==> config.mk <==
export PLATFORM = sky130hd
export DESIGN_NAME = centroid_accumulator
export DESIGN_NICKNAME = d
export VERILOG_FILES = /design/src/rtl/centroid_accumulator.sv
export SDC_FILE = /design/constraint.sdc
export NUM_CORES = 1
export LEC_CHECK = 0
export CELL_PAD_IN_SITES_DETAIL_PLACEMENT = 1
export CELL_PAD_IN_SITES_GLOBAL_PLACEMENT = 1
export CORE_ASPECT_RATIO = 1.75
export CORE_UTILIZATION = 44
export DETAILED_ROUTE_END_ITERATION = 16
export GPL_ROUTABILITY_DRIVEN = 0
export GPL_TIMING_DRIVEN = 0
export PLACE_DENSITY_LB_ADDON = 0.25
export SLEW_MARGIN = 20
export SYNTH_ARGS = -nofsm -noshare
export SYNTH_HDL_FRONTEND = slang
export SYNTH_SLANG_ARGS = --single-unit
==> constraint.sdc <==
create_clock -name clk_in -period 5.4 [get_ports clk_in]
set_clock_uncertainty 0.05 [all_clocks]
set_input_delay 1.08 -clock clk_in [delete_from_list [all_inputs] [get_ports clk_in]]
set_output_delay 1.08 -clock clk_in [all_outputs]
set_load 0.01 [all_outputs]
==> src/rtl/centroid_accumulator.sv <==
// Frame centroid engine: accumulates masked pixel coordinates, then drives a shared
// iterative divider twice (x_sum/count, y_sum/count) and reports the integer centroid.
module centroid_accumulator #(
  parameter int unsigned H_WIDTH   = 11,
  parameter int unsigned V_WIDTH   = 10,
  parameter int unsigned SUM_WIDTH = 32
) (
  input  logic                 clk_in,
  input  logic                 rst_in,
  input  logic [H_WIDTH-1:0]   x_in,
  input  logic [V_WIDTH-1:0]   y_in,
  input  logic                 valid_in,
  input  logic                 tabulate_in,
  output logic [SUM_WIDTH-1:0] dividend_out,
  output logic [SUM_WIDTH-1:0] divisor_out,
  output logic                 div_valid_out,
  input  logic [SUM_WIDTH-1:0] quotient_in,
  input  logic                 div_valid_in,
  output logic [H_WIDTH-1:0]   x_out,
  output logic [V_WIDTH-1:0]   y_out,
  output logic                 empty_out,
  output logic                 valid_out,
  output logic                 busy_out,
  output logic                 overrun_out
);

  typedef enum logic [2:0] {
    StIdle,
    StLaunchX,
    StWaitX,
    StLaunchY,
    StWaitY,
    StDone
  } state_e;

  localparam logic [SUM_WIDTH-1:0] One = 1;

  state_e               state_q;
  logic [SUM_WIDTH-1:0] x_sum_q, y_sum_q, count_q;
  logic [SUM_WIDTH-1:0] y_snap_q, count_snap_q;
  logic [H_WIDTH-1:0]   x_res_q;
  logic [SUM_WIDTH-1:0] x_ext, y_ext;
  logic                 unused_quotient_bits;

  assign x_ext    = {{(SUM_WIDTH - H_WIDTH){1'b0}}, x_in};
  assign y_ext    = {{(SUM_WIDTH - V_WIDTH){1'b0}}, y_in};
  assign busy_out = (state_q != StIdle);

  // Only the low H_WIDTH quotient bits can carry a coordinate.
  assign unused_quotient_bits = ^quotient_in[SUM_WIDTH-1:H_WIDTH];

  // A pixel arriving with tabulate_in starts the next frame.
  always_ff @(posedge clk_in) begin
    if (!rst_in) begin
      x_sum_q <= '0;
      y_sum_q <= '0;
      count_q <= '0;
    end else if (tabulate_in) begin
      x_sum_q <= valid_in ? x_ext : '0;
      y_sum_q <= valid_in ? y_ext : '0;
      count_q <= valid_in ? One : '0;
    end else if (valid_in) begin
      x_sum_q <= x_sum_q + x_ext;
      y_sum_q <= y_sum_q + y_ext;
      count_q <= count_q + One;
    end
  end

  always_ff @(posedge clk_in) begin
    if (!rst_in) begin
      state_q       <= StIdle;
      y_snap_q      <= '0;
      count_snap_q  <= '0;
      x_res_q       <= '0;
      dividend_out  <= '0;
      divisor_out   <= '0;
      div_valid_out <= 1'b0;
      x_out         <= '0;
      y_out         <= '0;
      empty_out     <= 1'b0;
      valid_out     <= 1'b0;
      overrun_out   <= 1'b0;
    end else begin
      div_valid_out <= 1'b0;
      valid_out     <= 1'b0;
      overrun_out   <= tabulate_in && (state_q != StIdle);
      unique case (state_q)
        StIdle: begin
          if (tabulate_in) begin
            // dividend_out doubles as the x snapshot; the request is pre-armed so
            // div_valid_out is high during LAUNCH_X itself.
            y_snap_q      <= y_sum_q;
            count_snap_q  <= count_q;
            dividend_out  <= x_sum_q;
            divisor_out   <= count_q;
            div_valid_out <= (count_q != '0);
            state_q       <= StLaunchX;
          end
        end
        StLaunchX: begin
          if (count_snap_q == '0) begin
            empty_out <= 1'b1;
            valid_out <= 1'b1;
            state_q   <= StDone;
          end else begin
            state_q <= StWaitX;
          end
        end
        StWaitX: begin
          if (div_valid_in) begin
            x_res_q       <= quotient_in[H_WIDTH-1:0];
            dividend_out  <= y_snap_q;
            div_valid_out <= 1'b1;
            state_q       <= StLaunchY;
          end
        end
        StLaunchY: begin
          state_q <= StWaitY;
        end
        StWaitY: begin
          if (div_valid_in) begin
            x_out     <= x_res_q;
            y_out     <= quotient_in[V_WIDTH-1:0];
            empty_out <= 1'b0;
            valid_out <= 1'b1;
            state_q   <= StDone;
          end
        end
        StDone: begin
          state_q <= StIdle;
        end
        default: begin
          state_q <= StIdle;
        end
      endcase
    end
  end

endmodule

# After elaboration in Yosys (flattened, before gate mapping)
# Cells that the tools add are included.
[op_classes] addsub=3 n_eq_ne=8 n_reduce_logical=14 mux=25
[ops] cell="$mux W32" n=8
[ops] cell="$pmux W32 S2" n=1
[ops] cell="$add A32 B1 Y32 const B" n=1
[ops] cell="$add A32 B10 Y32" n=1
[ops] cell="$add A32 B11 Y32" n=1
[ops] cell="$logic_not A32 Y1" n=1
[ops] cell="$reduce_bool A32 Y1" n=1
[ops] cell="$pmux W3 S5" n=1
[ops] cell="$mux W3" n=4
[ops] cell="$mux W11" n=1
[ops] cell="$mux W10" n=1
[ops] cell="$reduce_and A3 Y1" n=3
[ops] cell="$ne A2 B2 Y1 const B" n=4
[ops] cell="$eq A3 B2 Y1 const B" n=2
[ops] cell="$mux W1" n=6
[ops] cell="$pmux W1 S2" n=3
[ops] cell="$reduce_and A2 Y1" n=3
[ops] cell="$reduce_bool A2 Y1" n=3
[ops] cell="$eq A3 B1 Y1 const B" n=1
[ops] cell="$eq A3 B3 Y1 const B" n=1
[ops] cell="$logic_not A3 Y1" n=1
[ops] cell="$reduce_bool A3 Y1" n=1
[ops] cell="$logic_and A1 B1 Y1" n=1
[word_totals] register_bits=231 inputBits=58 wordCells=64 out_inout_bits=90

# Longest topological paths before layout
[logic_depth] word_depth=3 ltp_mapped=9 ltp_nobuf=8

# Worst setup path after synthesis
# Ideal clock, no wire load.
[synth_path] path_kind="input to register" start="input port x_in[0]" end="register x_sum_q[30]" setup_ns=0.070 required_ns=5.280 stages=9 setup_slack_ns=2.127 arrival_ns=3.152 path_cell_list="ha_1 fa_1 a21o_2 a31oi_1 or4_4 and3_4 buf_6 or4_1 a21oi_1"
[synth_via] elab_chain_cells=3
[synth_rtl] element="start: declaration" line="10" rtl="input logic [H_WIDTH-1:0] x_in,"
[synth_rtl] element="$add A32 B11 Y32" line="63" rtl="x_sum_q <= x_sum_q + x_ext;"
[synth_rtl] element="$mux W32" line="62" rtl="end else if (valid_in) begin"
[synth_rtl] element="$mux W32" line="58" rtl="end else if (tabulate_in) begin"
[synth_rtl] element="end signal: assignment" line="59" rtl="x_sum_q <= valid_in ? x_ext : '0;"
[synth_rtl] element="end signal: assignment" line="63"
[synth_rtl] element="end: declaration" line="39" rtl="logic [SUM_WIDTH-1:0] x_sum_q, y_sum_q, count_q;"
# Every way passes these cells. The select of a mux whose other input is x is not followed.
# A chain may end at the register's enable or synchronous reset.

# Worst setup path in the final report
[layout_path] start="input port tabulate_in" end="register y_sum_q[10]"
[layout_via] elab_chain_cells=1 elab_cells_between_ends=2
[layout_rtl] element="start: declaration" line="13" rtl="input logic tabulate_in,"
[layout_rtl] element="$mux W32 / $reduce_bool A2 Y1 (equally long branches)"
[layout_rtl] element="end signal: assignment" line="60" rtl="y_sum_q <= valid_in ? y_ext : '0;"
[layout_rtl] element="end signal: assignment" line="64" rtl="y_sum_q <= y_sum_q + y_ext;"
[layout_rtl] element="end: declaration" line="39"
# Parallel ways exist; a longest one is shown, timed or not.

==> metrics.json <==
{
  "worst_pin_slew": {"value": 914, "unit": "ps"},
  "syn_inst": {"value": 1270},
  "final_period_minus_worst_setup_slack": {"value": 3890, "unit": "ps"},
  "num_io_pins": {"value": 148},
  "number_of_remaining_drc_errors": {"value": 0},
  "power_switching_share": {"value": 26.7, "unit": "%"},
  "dieArea": {"value": 24200, "unit": "um2"},
  "finish.net_count": {"value": 1503},
  "clock_sinks": {"value": 231},
  "outcome": {"value": "complete, no violations"},
  "routed-via-count": {"value": 9850},
  "yosysWarnings": {"value": 0},
  "critical-path-top-cell-by-count": {"value": "sky130_fd_sc_hd__clkbuf_1"},
  "dp.final_hpwl": {"value": 24.4, "unit": "mm"},
  "place.port_buffers": {"value": 126},
  "maxCapViolCount": {"value": 0},
  "most_frequent_standard_cell_in_the_layout_excluding_fill_and_tap_cells": {"value": "sky130_fd_sc_hd__nand2_1"},
  "area_growth_syn_to_layout": {"value": 22.6, "unit": "%"},
  "wl": {"value": 33.1, "unit": "mm"},
  "postCtsSetupRepairBufs": {"value": 0},
  "internal": {"value": 2850, "unit": "uW"},
  "clock_slew_seen_by_the_registers_of_the_worst_setup_and_hold_paths": {"value": 60, "unit": "ps"},
  "grt_antenna_before_repair": {"value": 0},
  "post_synth_instance_area": {"value": 10400, "unit": "um2"},
  "n_antenna_cell": {"value": 0},
  "number_of_enable_flip_flop_cells_after_synthesis": {"value": 0},
  "numCtsBuffers": {"value": 22},
  "final_max_slew_viol_count": {"value": 0},
  "dr_wl_met3": {"value": 1.04, "unit": "mm"},
  "synth.yosys.seq_area_share": {"value": 44.6, "unit": "%"},
  "core_region_area": {"value": 23200, "unit": "um2"},
  "worst_setup_path_end_kind": {"value": "flip-flop"},
  "clk-insertion-delay-late": {"value": 520, "unit": "ps"},
  "clkPwrFrac": {"value": 39.7, "unit": "%"},
  "crit-reg2reg-launch": {"value": "y_sum_q[0]"},
  "highest_count_cells_in_the_layout_ignoring_fill_and_taps": {"value": "252 x sky130_fd_sc_hd__nand2_1, 231 x sky130_fd_sc_hd__dfxtp_1, 150 x sky130_fd_sc_hd__a21oi_1, 138 x sky130_fd_sc_hd__nor2_1, 126 x sky130_fd_sc_hd__clkdlybuf4s50_1"},
  "comb_power_share": {"value": 13.9, "unit": "%"},
  "timing.critical_path.required": {"value": 5720, "unit": "ps"},
  "report.final.setup_viol": {"value": 0},
  "dieHeight": {"value": 205, "unit": "um"},
  "crit_path_max_fanout": {"value": 10},
  "grt_pass1_wl": {"value": 52.6, "unit": "mm"},
  "topRoutingLayerUsed": {"value": "met4"},
  "grt_start_max_net_pins": {"value": 15},
  "min-delay-path-class": {"value": "reg -> reg"},
  "post_drt_via_cell_ratio": {"value": 5.66},
  "path_delay_family": {"value": "buffers and inverters"},
  "fin_hold_ws": {"value": 403, "unit": "ps"},
  "power.ir.vdd_worst": {"value": 0.000194, "unit": "V"},
  "switchingPower": {"value": 1040, "unit": "uW"},
  "met2WireLength": {"value": 17.7, "unit": "mm"},
  "timing.hold.worst.start": {"value": "x_out[3]"},
  "regToRegEndpoint": {"value": "y_sum_q[10]"},
  "grt_pass1_vias": {"value": 10400},
  "share_of_flip_flops_with_an_asynchronous_set_or_reset_after_synthesis": {"value": 0, "unit": "%"},
  "grt_setup_unrepaired": {"value": "no"},
  "r2r.worst_path.cells": {"value": 9},
  "crit_path_max_incr_delay": {"value": 590, "unit": "ps"},
  "preCtsSetupSlack": {"value": 1060, "unit": "ps"},
  "ys_ff_latch": {"value": 231},
  "rrSetupSlack": {"value": 2480, "unit": "ps"},
  "finalCritPeriodShare": {"value": 72.1, "unit": "%"},
  "clock_tree_from_tritoncts": {"value": "built"},
  "drt_iter0_drc": {"value": 397},
  "min_delay_path_depth": {"value": 2},
  "post-layout-total-power": {"value": 3880, "unit": "uW"},
  "fmax": {"value": 257, "unit": "MHz"},
  "netlist-cell-type-count": {"value": 62},
  "slew_headroom": {"value": 38.7, "unit": "%"},
  "route.antenna.remaining_nets": {"value": 0},
  "rows": {"value": 74},
  "timing_worst_setup_path_type": {"value": "in -> reg"},
  "cts_repair_resize_count": {"value": 0},
  "die_width": {"value": 118, "unit": "um"},
  "avgRoutedWirePerCell": {"value": 19.0, "unit": "um"},
  "drt-met1-wl": {"value": 12.9, "unit": "mm"},
  "timing.setup.tns": {"value": 0, "unit": "ps"},
  "worst_path_max_delay_cell": {"value": "sky130_fd_sc_hd__clkdlybuf4s50_1"},
  "cts_buffer_depth": {"value": 3},
  "global_route_overflow": {"value": 0},
  "root_buffer": {"value": "sky130_fd_sc_hd__clkbuf_16"},
  "drt-pass1-iter-count": {"value": 4},
  "post_route_cells_drive_above_1_share": {"value": 3.28, "unit": "%"},
  "sequentialPowerShare": {"value": 46.3, "unit": "%"},
  "syn-num-nets": {"value": 1353},
  "dominantRegCellSynth": {"value": "sky130_fd_sc_hd__dfxtp_1"},
  "critPathLaunchType": {"value": "input port"},
  "start_util": {"value": 44.6, "unit": "%"},
  "hold_viol": {"value": 0},
  "worst_hold_path.endpoint": {"value": "x_out[3]"},
  "power_density": {"value": 305, "unit": "nW/um2"},
  "track_usage": {"value": 27.2, "unit": "%"},
  "cts_max_level": {"value": 1},
  "cts_hold_buffers": {"value": 0},
  "timing.critical_path.arrival": {"value": 4210, "unit": "ps"},
  "cp_cell_sequence": {"value": "clkdlybuf4s50_1 > clkbuf_1 > clkinv_1 > nand2_1 > clkbuf_1 > clkbuf_1 > nor2_1"},
  "finalWorstSetupSlack": {"value": 1510, "unit": "ps"},
  "postSynthAreaPerCell": {"value": 8.17, "unit": "um2"},
  "leakage": {"value": 0.00414, "unit": "uW"},
  "critPathBufInv": {"value": 5}
}
[layer usage]
metal / vias to the layer above / GRT usage, %
met5: - / 0
met1: 4829 / 28.4
met3: 86 / 3.01
met4: 0 / 13.0
li1: 4711 / -
met2: 224 / 53.2
[sequential cells by signal (all words and copies together), names as in the netlist]
name           count
count_q           32
count_snap_q      32
dividend_out      32
x_sum_q           32
y_snap_q          32
y_sum_q           32
x_out             11
x_res_q           11
y_out             10
state_q            3
div_valid_out      1
empty_out          1
overrun_out        1
valid_out          1
[worst max-delay path by stage]
stage | endpoint | depth (start not counted) | start
finish | y_sum_q[10] | 7 | tabulate_in
detailed placement | y_sum_q[31] | 7 | tabulate_in
global placement | y_sum_q[15] | 7 | tabulate_in
global route | count_snap_q[18] | 8 | tabulate_in
floorplan | x_sum_q[30] | 9 | x_in[0]
CTS | y_sum_q[10] | 7 | tabulate_in
[logic make-up (layout without fill, tap and decap cells)]
group / count (synthesis) / in the layout / share of synthesized area (%)
XOR/XNOR: 76 / 76 / 6.42
multiplexers: 37 / 37 / 3.58
AND/OR/NAND/NOR: 516 / 516 / 21.5
buffers and inverters: 98 / 263 / 3.70
flip-flops: 231 / 231 / 44.6
AO/OA/AOI/OAI: 287 / 287 / 17.0
adder cells (fa/ha/maj): 25 / 25 / 3.16
[cell type report]
| class | instances | area [um2] |
|---|---|---|
| fill | 2817 | 10500 |
| multi-input combinational | 941 | 5370 |
| sequential | 231 | 4620 |
| timing repair buffer | 126 | 1260 |
| clock buffer | 36 | 654 |
| tap | 304 | 380 |
| buffer | 80 | 317 |
| inverter | 18 | 67.6 |
| clock inverter | 3 | 40.0 |
[power by group through the flow]
| stage | clock network, uW | logic, uW | registers (uW) |
|---|---|---|---|
| 2_1_floorplan | 0 | 297 | 1840 |
| 4_1_cts | 1560 | 543 | 1800 |
| 3_3_place_gp | 0 | 523 | 1840 |
| 3_5_place_dp | 0 | 537 | 1840 |
| 5_1_grt | 1620 | 590 | 1800 |
| 6_report | 1540 | 540 | 1800 |
[worst register-to-register path, delay by kind of cell, from the launching register on]
family | cells | cell delay (ps)
compound gates | 3 | 660
flops | 1 | 390
buf+inv | 1 | 470
xor+xnor | 1 | 230
simple gates | 2 | 280
fa+ha+maj | 2 | 710
[Yosys cell counts, types with 2 or more instances]
library cell,n,area [um2]
sky130_fd_sc_hd__buf_1,4,15.0
sky130_fd_sc_hd__or4_1,5,37.5
sky130_fd_sc_hd__or3_1,6,37.5
sky130_fd_sc_hd__ha_1,23,288
sky130_fd_sc_hd__o21bai_1,2,15.0
sky130_fd_sc_hd__a211o_1,3,26.3
sky130_fd_sc_hd__nand2_1,252,946
sky130_fd_sc_hd__o21ai_0,18,90.1
sky130_fd_sc_hd__a31oi_1,7,43.8
sky130_fd_sc_hd__nor2_1,138,518
sky130_fd_sc_hd__xor2_1,25,219
sky130_fd_sc_hd__a21oi_1,150,751
sky130_fd_sc_hd__a211oi_1,61,458
sky130_fd_sc_hd__a21o_1,3,22.5
sky130_fd_sc_hd__nand3_1,33,165
sky130_fd_sc_hd__a2111oi_0,4,35.0
sky130_fd_sc_hd__o31ai_1,5,37.5
sky130_fd_sc_hd__dfxtp_1,231,4620
sky130_fd_sc_hd__or2_2,5,31.3
sky130_fd_sc_hd__nor4_1,17,106
sky130_fd_sc_hd__and4_1,3,26.3
sky130_fd_sc_hd__nor3_1,12,60.1
sky130_fd_sc_hd__and3_1,12,75.1
sky130_fd_sc_hd__inv_1,16,60.1
sky130_fd_sc_hd__mux2i_1,36,360
sky130_fd_sc_hd__o32ai_1,2,17.5
sky130_fd_sc_hd__a221oi_1,5,43.8
sky130_fd_sc_hd__clkbuf_1,72,270
sky130_fd_sc_hd__xnor2_1,51,447
sky130_fd_sc_hd__o211ai_1,7,52.6
sky130_fd_sc_hd__nand4_1,17,106
sky130_fd_sc_hd__o41ai_1,2,17.5
sky130_fd_sc_hd__and2_1,6,37.5
sky130_fd_sc_hd__a22oi_1,5,37.5
sky130_fd_sc_hd__o311ai_0,2,17.5
sky130_fd_sc_hd__fa_1,2,40.0
sky130_fd_sc_hd__nor2b_1,2,12.5
sky130_fd_sc_hd__buf_4,2,15.0
[through the flow]
| stage | utilization [%] | std cells | area, um2 |
|---|---|---|---|
| 6_report | 54.7 | 1739 | 12700 |
| 5_1_grt | 54.7 | 1739 | 12700 |
| 4_1_cts | 54.7 | 1739 | 12700 |
| 3_5_place_dp | 51.7 | 1700 | 12000 |
| 3_3_place_gp | 51.7 | 1700 | 12000 |
| 2_1_floorplan | - | 1270 | 10400 |
Note: power is estimated with default switching activity, not from simulation.
